[config.mk]
export PLATFORM = sky130hd
export DESIGN_NAME = reg_writeback
export DESIGN_NICKNAME = d
export VERILOG_FILES = /design/src/rtl/reg_writeback.sv
export SDC_FILE = /design/constraint.sdc
export NUM_CORES = 1
export LEC_CHECK = 0
export CORE_ASPECT_RATIO = 0.9
export CORE_MARGIN = 2
export CORE_UTILIZATION = 31
export CTS_CLUSTER_SIZE = 14
export DETAILED_ROUTE_END_ITERATION = 12
export HOLD_SLACK_MARGIN = 0.08
export SYNTH_ARGS = -nofsm -noshare
export SYNTH_HDL_FRONTEND = slang
export SYNTH_SLANG_ARGS = --single-unit
[constraint.sdc]
create_clock -name CLK -period 7.6 [get_ports CLK]
set_input_delay 1.52 -clock CLK [delete_from_list [all_inputs] [get_ports CLK]]
set_output_delay 1.52 -clock CLK [all_outputs]
set_load 0.02 [all_outputs]
[src/rtl/reg_writeback.sv]
// reg_writeback -- writeback issue unit driving the register-file write port.
//
// Completed ALU/memory results are queued in a DEPTH-entry FIFO. The data
// source (ALU vs memory) is chosen when an entry is accepted. At most one
// entry is popped per cycle into registered outputs, so writeReg/writeData/
// RegWrite are stable for a register file that captures on negedge CLK.
// Writes to $0 and entries with in_regwrite=0 still consume an issue slot
// but drive RegWrite=0.
//
// Parameters:
//   DEPTH  FIFO entries, power of two, 2..8
//   CNT_W  width of wb_count
//
// Ports:
//   CLK            in   single clock, all state updates on posedge
//   MasterReset_L  in   synchronous active-low reset
//   in_valid       in   producer offers a result
//   in_ready       out  unit can accept (transfer on in_valid && in_ready)
//   in_dest        in   destination register number
//   in_alu         in   ALU result
//   in_mem         in   memory load data
//   in_memtoreg    in   1: store in_mem, 0: store in_alu
//   in_regwrite    in   entry performs a register write
//   wb_hold        in   freeze issue; accepts continue while not full
//   writeReg       out  register-file write address
//   writeData      out  register-file write data
//   RegWrite       out  register-file write enable
//   wb_count       out  saturating count of issued writes with RegWrite=1
//   wb_empty       out  FIFO empty and no write being driven
//
// Optional feature (macro WB_BYPASS_EN): adds fwd_src/fwd_hit/fwd_data, a
// combinational lookup of the youngest pending write to fwd_src among the
// FIFO entries and the output registers.

module reg_writeback #(
  parameter int DEPTH = 2,
  parameter int CNT_W = 16
) (
  input  logic              CLK,
  input  logic              MasterReset_L,
  input  logic              in_valid,
  output logic              in_ready,
  input  logic [4:0]        in_dest,
  input  logic [31:0]       in_alu,
  input  logic [31:0]       in_mem,
  input  logic              in_memtoreg,
  input  logic              in_regwrite,
  input  logic              wb_hold,
`ifdef WB_BYPASS_EN
  input  logic [4:0]        fwd_src,
  output logic              fwd_hit,
  output logic [31:0]       fwd_data,
`endif
  output logic [4:0]        writeReg,
  output logic [31:0]       writeData,
  output logic              RegWrite,
  output logic [CNT_W-1:0]  wb_count,
  output logic              wb_empty
);

  localparam int PTR_W = $clog2(DEPTH);
  localparam int OCC_W = PTR_W + 1;
  localparam logic [OCC_W-1:0] OCC_FULL = OCC_W'(DEPTH);

  logic [4:0]       dest_mem [DEPTH];
  logic [31:0]      data_mem [DEPTH];
  logic             we_mem   [DEPTH];

  logic [PTR_W-1:0] wr_ptr;
  logic [PTR_W-1:0] rd_ptr;
  logic [OCC_W-1:0] occ;

  logic push;
  logic pop;

  // Ready depends only on current occupancy: a same-cycle pop never frees
  // room for a push, which keeps in_ready free of any path from wb_hold.
  assign in_ready = MasterReset_L && (occ < OCC_FULL);
  assign push     = in_valid && in_ready;
  assign pop      = (occ != '0) && !wb_hold;
  assign wb_empty = (occ == '0) && !RegWrite;

  // Entry storage carries no reset; occupancy decides what is valid.
  always_ff @(posedge CLK) begin
    if (push) begin
      dest_mem[wr_ptr] <= in_dest;
      data_mem[wr_ptr] <= in_memtoreg ? in_mem : in_alu;
      we_mem[wr_ptr]   <= in_regwrite && (in_dest != 5'd0);
    end
  end

  always_ff @(posedge CLK) begin
    if (!MasterReset_L) begin
      wr_ptr    <= '0;
      rd_ptr    <= '0;
      occ       <= '0;
      writeReg  <= '0;
      writeData <= '0;
      RegWrite  <= 1'b0;
      wb_count  <= '0;
    end else begin
      if (push) begin
        wr_ptr <= wr_ptr + 1'b1;
      end
      if (pop) begin
        writeReg  <= dest_mem[rd_ptr];
        writeData <= data_mem[rd_ptr];
        RegWrite  <= we_mem[rd_ptr];
        rd_ptr    <= rd_ptr + 1'b1;
        if (we_mem[rd_ptr] && (wb_count != '1)) begin
          wb_count <= wb_count + 1'b1;
        end
      end else begin
        RegWrite <= 1'b0;
      end
      case ({push, pop})
        2'b10:   occ <= occ + 1'b1;
        2'b01:   occ <= occ - 1'b1;
        default: occ <= occ;
      endcase
    end
  end

`ifdef WB_BYPASS_EN
  // Scan oldest to youngest so later matches override earlier ones; the
  // output registers are older than every queued entry, so they go first.
  always_comb begin
    logic [PTR_W-1:0] idx;
    fwd_hit  = 1'b0;
    fwd_data = '0;
    idx      = '0;
    if (fwd_src != 5'd0) begin
      if (RegWrite && (writeReg == fwd_src)) begin
        fwd_hit  = 1'b1;
        fwd_data = writeData;
      end
      for (int i = 0; i < DEPTH; i++) begin
        idx = rd_ptr + PTR_W'(i);
        if ((OCC_W'(i) < occ) && we_mem[idx] && (dest_mem[idx] == fwd_src)) begin
          fwd_hit  = 1'b1;
          fwd_data = data_mem[idx];
        end
      end
    end
  end
`endif

endmodule

==> results of run 1 <==
## stage by stage
stage | power, mW | instances | area, sq um | hold slack [ps]
6_report | 2.27 | 776 | 7470 | 500
4_1_cts | 2.31 | 776 | 7470 | 503
3_3_place_gp | 1.50 | 744 | 6900 | 486
2_1_floorplan | 1.28 | 401 | 5380 | 485
5_1_grt | 2.39 | 776 | 7470 | 526
3_5_place_dp | 1.52 | 744 | 6900 | 494
## critical path, delay by kind of cell
| family | cells | cell delay, ps |
|---|---|---|
| buf+inv | 2 | 1320 |
| simple gates | 1 | 280 |
## Yosys cell counts, types with 2 or more instances
cell | number | area share, %
mux2i_1 | 39 | 7.3
nand2_1 | 10 | 0.70
a21oi_1 | 13 | 1.2
nor2_1 | 44 | 3.1
mux2_2 | 33 | 6.9
inv_1 | 2 | 0.14
edfxtp_1 | 76 | 42
nand3_1 | 3 | 0.28
o31ai_1 | 7 | 0.98
clkbuf_1 | 10 | 0.70
dfxtp_1 | 59 | 22
or3_1 | 5 | 0.58
a211oi_1 | 37 | 5.2
nand4_2 | 3 | 0.70
nand2b_1 | 3 | 0.35
ha_1 | 2 | 0.46
or4_1 | 8 | 1.1
and3_1 | 3 | 0.35
nor4_1 | 4 | 0.46
o21a_1 | 2 | 0.28
o21ai_0 | 5 | 0.46
buf_1 | 7 | 0.49
buf_2 | 7 | 0.65
xor2_1 | 2 | 0.33
nand4_1 | 3 | 0.35
xnor2_1 | 2 | 0.33
## flip-flops by register name, summed over array words and instances (netlist names), named ones only
signal,flops
data_mem,64
wb_count,16
dest_mem,10
we_mem,2
rd_ptr,1
writeData,32
occ,2
writeReg,5
wr_ptr,1
RegWrite,1
## kinds of logic (layout without fill, tap and decap cells)
logic type / count (synthesis) / after routing / synth area share [%]
compound gates: 70 / 70 / 9.37
xor+xnor: 4 / 4 / 0.651
fa+ha+maj: 2 / 2 / 0.465
buf+inv: 27 / 167 / 2.12
flops: 135 / 135 / 64.4
mux: 72 / 72 / 14.2
simple gates: 91 / 91 / 8.88
## worst max path at each step
stage	endpoint	slack, ps
after floorplan	data_mem[0][0]	3450
after global placement	in_ready	2980
after detailed placement	in_ready	2960
after CTS	in_ready	2940
after global routing	in_ready	2890
final	in_ready	2960
## power groups by stage
stage	Combinational, mW	Clock [mW]	Sequential [mW]
CTS	0.565	0.800	0.941
finish	0.554	0.780	0.938
global placement	0.552	0	0.952
global route	0.608	0.834	0.951
floorplan	0.273	0	1.01
detailed placement	0.562	0	0.954
## metal layers
layer  GRT usage (%)  share of wire [%]  routed length (um)  vias to the layer above
li1                -                  -                   -                     1793
met1            16.4                 44                5230                     1795
met2            21.7                 48                5620                      120
met3            5.58                7.2                 853                       10
met4            4.83               0.91                 107                        0
met5               0                  0                   0                        -
## area by class of cell
cell class	instances	share of cell area, %
Inverter	2	0.101
Multi-Input combinational cell	239	24.4
Clock inverter	15	1.88
Tap cell	235	3.94
Sequential cell	135	46.4
Clock buffer	17	5.70
Timing Repair Buffer	133	17.7
==> results.toml, run 1 <==
[run_status]
status = "complete, no violations"

[power]
power_switching_mw = 0.676
swShare_pct = 29.7
leakagePower_nw = 2.45
irDropWorstVdd_v = 0.000147
pwr-share-seq_pct = 41.3
powerDensity_mw_per_mm2 = 304
internal_power_mw = 1.60
combPwrFrac_pct = 24.4
power.share.clock_pct = 34.3

[critical_path]
crit_path_top_delay_cell = "clkdlybuf4s50_1"
cp.required_ps = 6080
crit_fanout = 8
setup.worst_path.start = "MasterReset_L"
rr_worst_depth = 4
crit_chain = "clkdlybuf4s50_1 > nor2b_1 > clkdlybuf4s50_1"
crit_type = "in2out"
arrival_ps = 3120
rr_endpoint = "wb_count[4]"
max_stage_delay_ps = 670
end_kind = "output port"
r2r_slack_ps = 5020
cp_common_cell = "clkdlybuf4s50_1"
reg2reg_from = "occ[0]"
worst_setup_path_start_kind = "input pin"

[synth]
syn_nets = 478
yosysWarningCount = 0
synth_edf_count = 76
ys.flop_type = "edfxtp_1"
syn_avg_cell_area_sq_um = 13.4
synthDistinctLibCells = 38
synth-async-reset-ratio_pct = 0
synth_cells = 401
synth_seq_cells = 135
syn_area_sq_mm = 0.00538
seq_area_frac_synth_pct = 64.4

[clock_network]
cts_hold_buf = 0
clock_latency_ps = 410
clock_sinks = 135
cts_resized = 0
cts_tree = "yes"
post_cts_buffers = 0
root_buffer = "clkbuf_16"
numCtsBuffers = 17
h-tree-depth = 4
clkTransAtPathRegs_ps = 60
cts_buffer_depth = 2

[sta]
setup_viol = 0
hold_viol = 0
finalCriticalPeriod_ps = 4640
rsz0062_at_grt = "false"
fin_skew_ps = 9.90
slew_violations = 0
fmax_mhz = 215
worstMarginPinSlew_ps = 1090
finalWorstSetupSlack_ps = 2960
fin_setup_tns_ps = 0
maxSlewHeadroom_pct = 27.0
fin_crit_sh_pct = 61.1

[global_routing]
grt_pass1_wl_mm = 18.9
grtUsageTotal_pct = 13.5
grt_max_degree = 80
antenna_found_initial = 0
grt_remaining_overflow = 0
grt_pass1_vias = 3752

[place]
dp_hpwl_mm = 7.40
place_ws_ps = 2960
io_buffers = 130
gp_congestion = 0.707

[final_layout]
layout_common_cells = "clkdlybuf4s50_1, edfxtp_1, dfxtp_1"
final_nets = 605
regArea_sq_mm = 0.00346
final_common_cell = "clkdlybuf4s50_1"
area_growth_pct = 38.8
multi_input_area_sq_mm = 0.00182
final_util_pct = 44.1
n_fill_cell = 1550
num_antenna_cells = 0
drive_gt1_share_pct = 14.6

[floorplan]
die-area_sq_mm = 0.0184
initial_utilization_pct = 31.8
rows = 45
io_pins = 131
die_y_um = 129
fp.dieW_um = 143
core_region_area_sq_mm = 0.0169

[drt]
wl_mm = 11.8
dr.pass1.iters = 4
ant_nets = 0
drc_errors = 0
drt_iter0_drc = 170
wl_per_cell_um = 15.2
viasPerCell = 4.79
vias = 3718

[worst_hold_path]
hold_end = "writeReg[2]"
hp-start = "writeReg[2]"
hold_depth = 2
worstHoldPathType = "reg2reg"

[job]
cap_violations = 0
Power figures use the tool's default switching activity.
==> run 2: changes to the inputs <==
==> constraint.sdc (replaced) <==
create_clock -name CLK -period 3.9 [get_ports CLK]
set_input_delay 0.78 -clock CLK [delete_from_list [all_inputs] [get_ports CLK]]
set_output_delay 0.78 -clock CLK [all_outputs]
set_load 0.02 [all_outputs]
==> run 2 against run 1 <==
Setup slack worse by 2000 ps. Flip-flop and latch count unchanged. Final cell count up 0.26%. Clock-buffer cell count up 1. First-iteration DRC count down 16%. Critical path depth unchanged. Clock power up 100%. Cell area up 0.97%. Global-route usage down 0.29 points. Critical path type unchanged. Largest power group unchanged. Highest routed layer unchanged.
==> results.toml, run 2 (synthesized netlist as in run 1, its figures left out) <==
[worst_hold_path]
hp-start = "writeReg[2]"
hold_end = "writeReg[2]"
hold_depth = 2
worstHoldPathType = "reg2reg"

[sta]
setup_viol = 0
fin_crit_sh_pct = 75.7
slew_violations = 0
hold_viol = 0
maxSlewHeadroom_pct = 28.5
rsz0062_at_grt = "false"
fin_skew_ps = 6.30
fmax_mhz = 339
finalWorstSetupSlack_ps = 947
fin_setup_tns_ps = 0
finalCriticalPeriod_ps = 2950
worstMarginPinSlew_ps = 1070

[clock_network]
cts_buffer_depth = 2
clock_latency_ps = 410
root_buffer = "clkbuf_16"
cts_hold_buf = 0
clock_sinks = 135
numCtsBuffers = 17
h-tree-depth = 4
cts_tree = "yes"
post_cts_buffers = 0
clkTransAtPathRegs_ps = 60
cts_resized = 0

[final_layout]
area_growth_pct = 40.2
largest_reg_flops = 64
drive_gt1_share_pct = 14.4
final_common_cell = "clkdlybuf4s50_1"
layout_common_cells = "clkdlybuf4s50_1, edfxtp_1, dfxtp_1"
largest_register = "data_mem"
reg.largest.list = "data_mem x64, writeData x32, wb_count x16"
final_nets = 609
num_antenna_cells = 0

[drt]
drt_iter0_drc = 143
dr.pass1.iters = 4
ant_nets = 0
wl_mm = 11.5
wl_per_cell_um = 14.8
vias = 3617
viasPerCell = 4.65
drc_errors = 0

[critical_path]
worst_setup_path_start_kind = "input pin"
end_kind = "output port"
rr_endpoint = "wb_count[15]"
cp_common_cell = "clkdlybuf4s50_1"
arrival_ps = 2170
rr_worst_depth = 5
crit_fanout = 3
max_stage_delay_ps = 650
r2r_slack_ps = 1940
reg2reg_from = "wb_count[0]"
crit_type = "in2out"
crit_chain = "clkdlybuf4s50_1 > nor2b_1 > clkdlybuf4s50_1"
cp.required_ps = 3120
crit_path_top_delay_cell = "clkdlybuf4s50_1"

[run_status]
status = "complete, no violations"

[power]
leakagePower_nw = 2.47
irDropWorstVdd_v = 0.000265
powerDensity_mw_per_mm2 = 596
total_power_mw = 4.49

[place]
dp_hpwl_mm = 7.61
gp_congestion = 0.743
io_buffers = 130
place_ws_ps = 921

[global_routing]
grtUsageTotal_pct = 13.2
grt_pass1_vias = 3531
grt_pass1_wl_mm = 18.3
grt_max_degree = 57
antenna_found_initial = 0
grt_remaining_overflow = 0

[floorplan]
io_pins = 131
initial_utilization_pct = 31.8
die-area_sq_mm = 0.0184
die_y_um = 129
core_region_area_sq_mm = 0.0169
fp.dieW_um = 143
rows = 45

[job]
cap_violations = 0
[run 2: area by class of cell]
| class | instances | area [sq um] |
|---|---|---|
| Sequential cell | 135 | 3460 |
| Multi-Input combinational cell | 239 | 1820 |
| Clock buffer | 18 | 429 |
| Tap cell | 235 | 294 |
| Fill cell | 1503 | 9410 |
| Clock inverter | 12 | 154 |
| Inverter | 2 | 7.51 |
| Timing Repair Buffer | 137 | 1370 |
[run 2: worst max-delay path by stage]
stage	start	to	slack, ps	cells after the start
final	MasterReset_L	in_ready	950	3
after global routing	MasterReset_L	in_ready	870	3
after CTS	MasterReset_L	in_ready	900	3
after detailed placement	MasterReset_L	in_ready	920	3
after global placement	MasterReset_L	in_ready	910	3
after floorplan	MasterReset_L	data_mem[0][0]	490	3
[run 2: worst max-delay path, delay by kind of cell]
family	cells	cell delay (ps)
buffers and inverters	2	1150
and+or+nand+nor	1	230
[run 2: per-layer routing]
layer  part of all wire, %  global-route usage (%)
met1                    46                    16.8
met2                    47                    20.9
met3                   5.8                    5.10
met4                  0.93                    4.25
met5                     0                       0
[run 2: report_power, final]
part | total [mW] | internal (mW) | switching (mW)
logic | 1.07 | 0.522 | 0.552
registers | 1.84 | 1.71 | 0.135
clock network | 1.57 | 0.997 | 0.577
total | 4.49 | 3.23 | 1.26
[run 2: through the flow]
step,hold slack (ps),cell area [sq um],cells,utilization (%)
global placement,475,6960,748,41.1
global route,521,7540,778,44.5
finish,499,7540,778,44.5
floorplan,485,5380,401,-
detailed placement,495,6960,748,41.1
CTS,502,7540,778,44.5
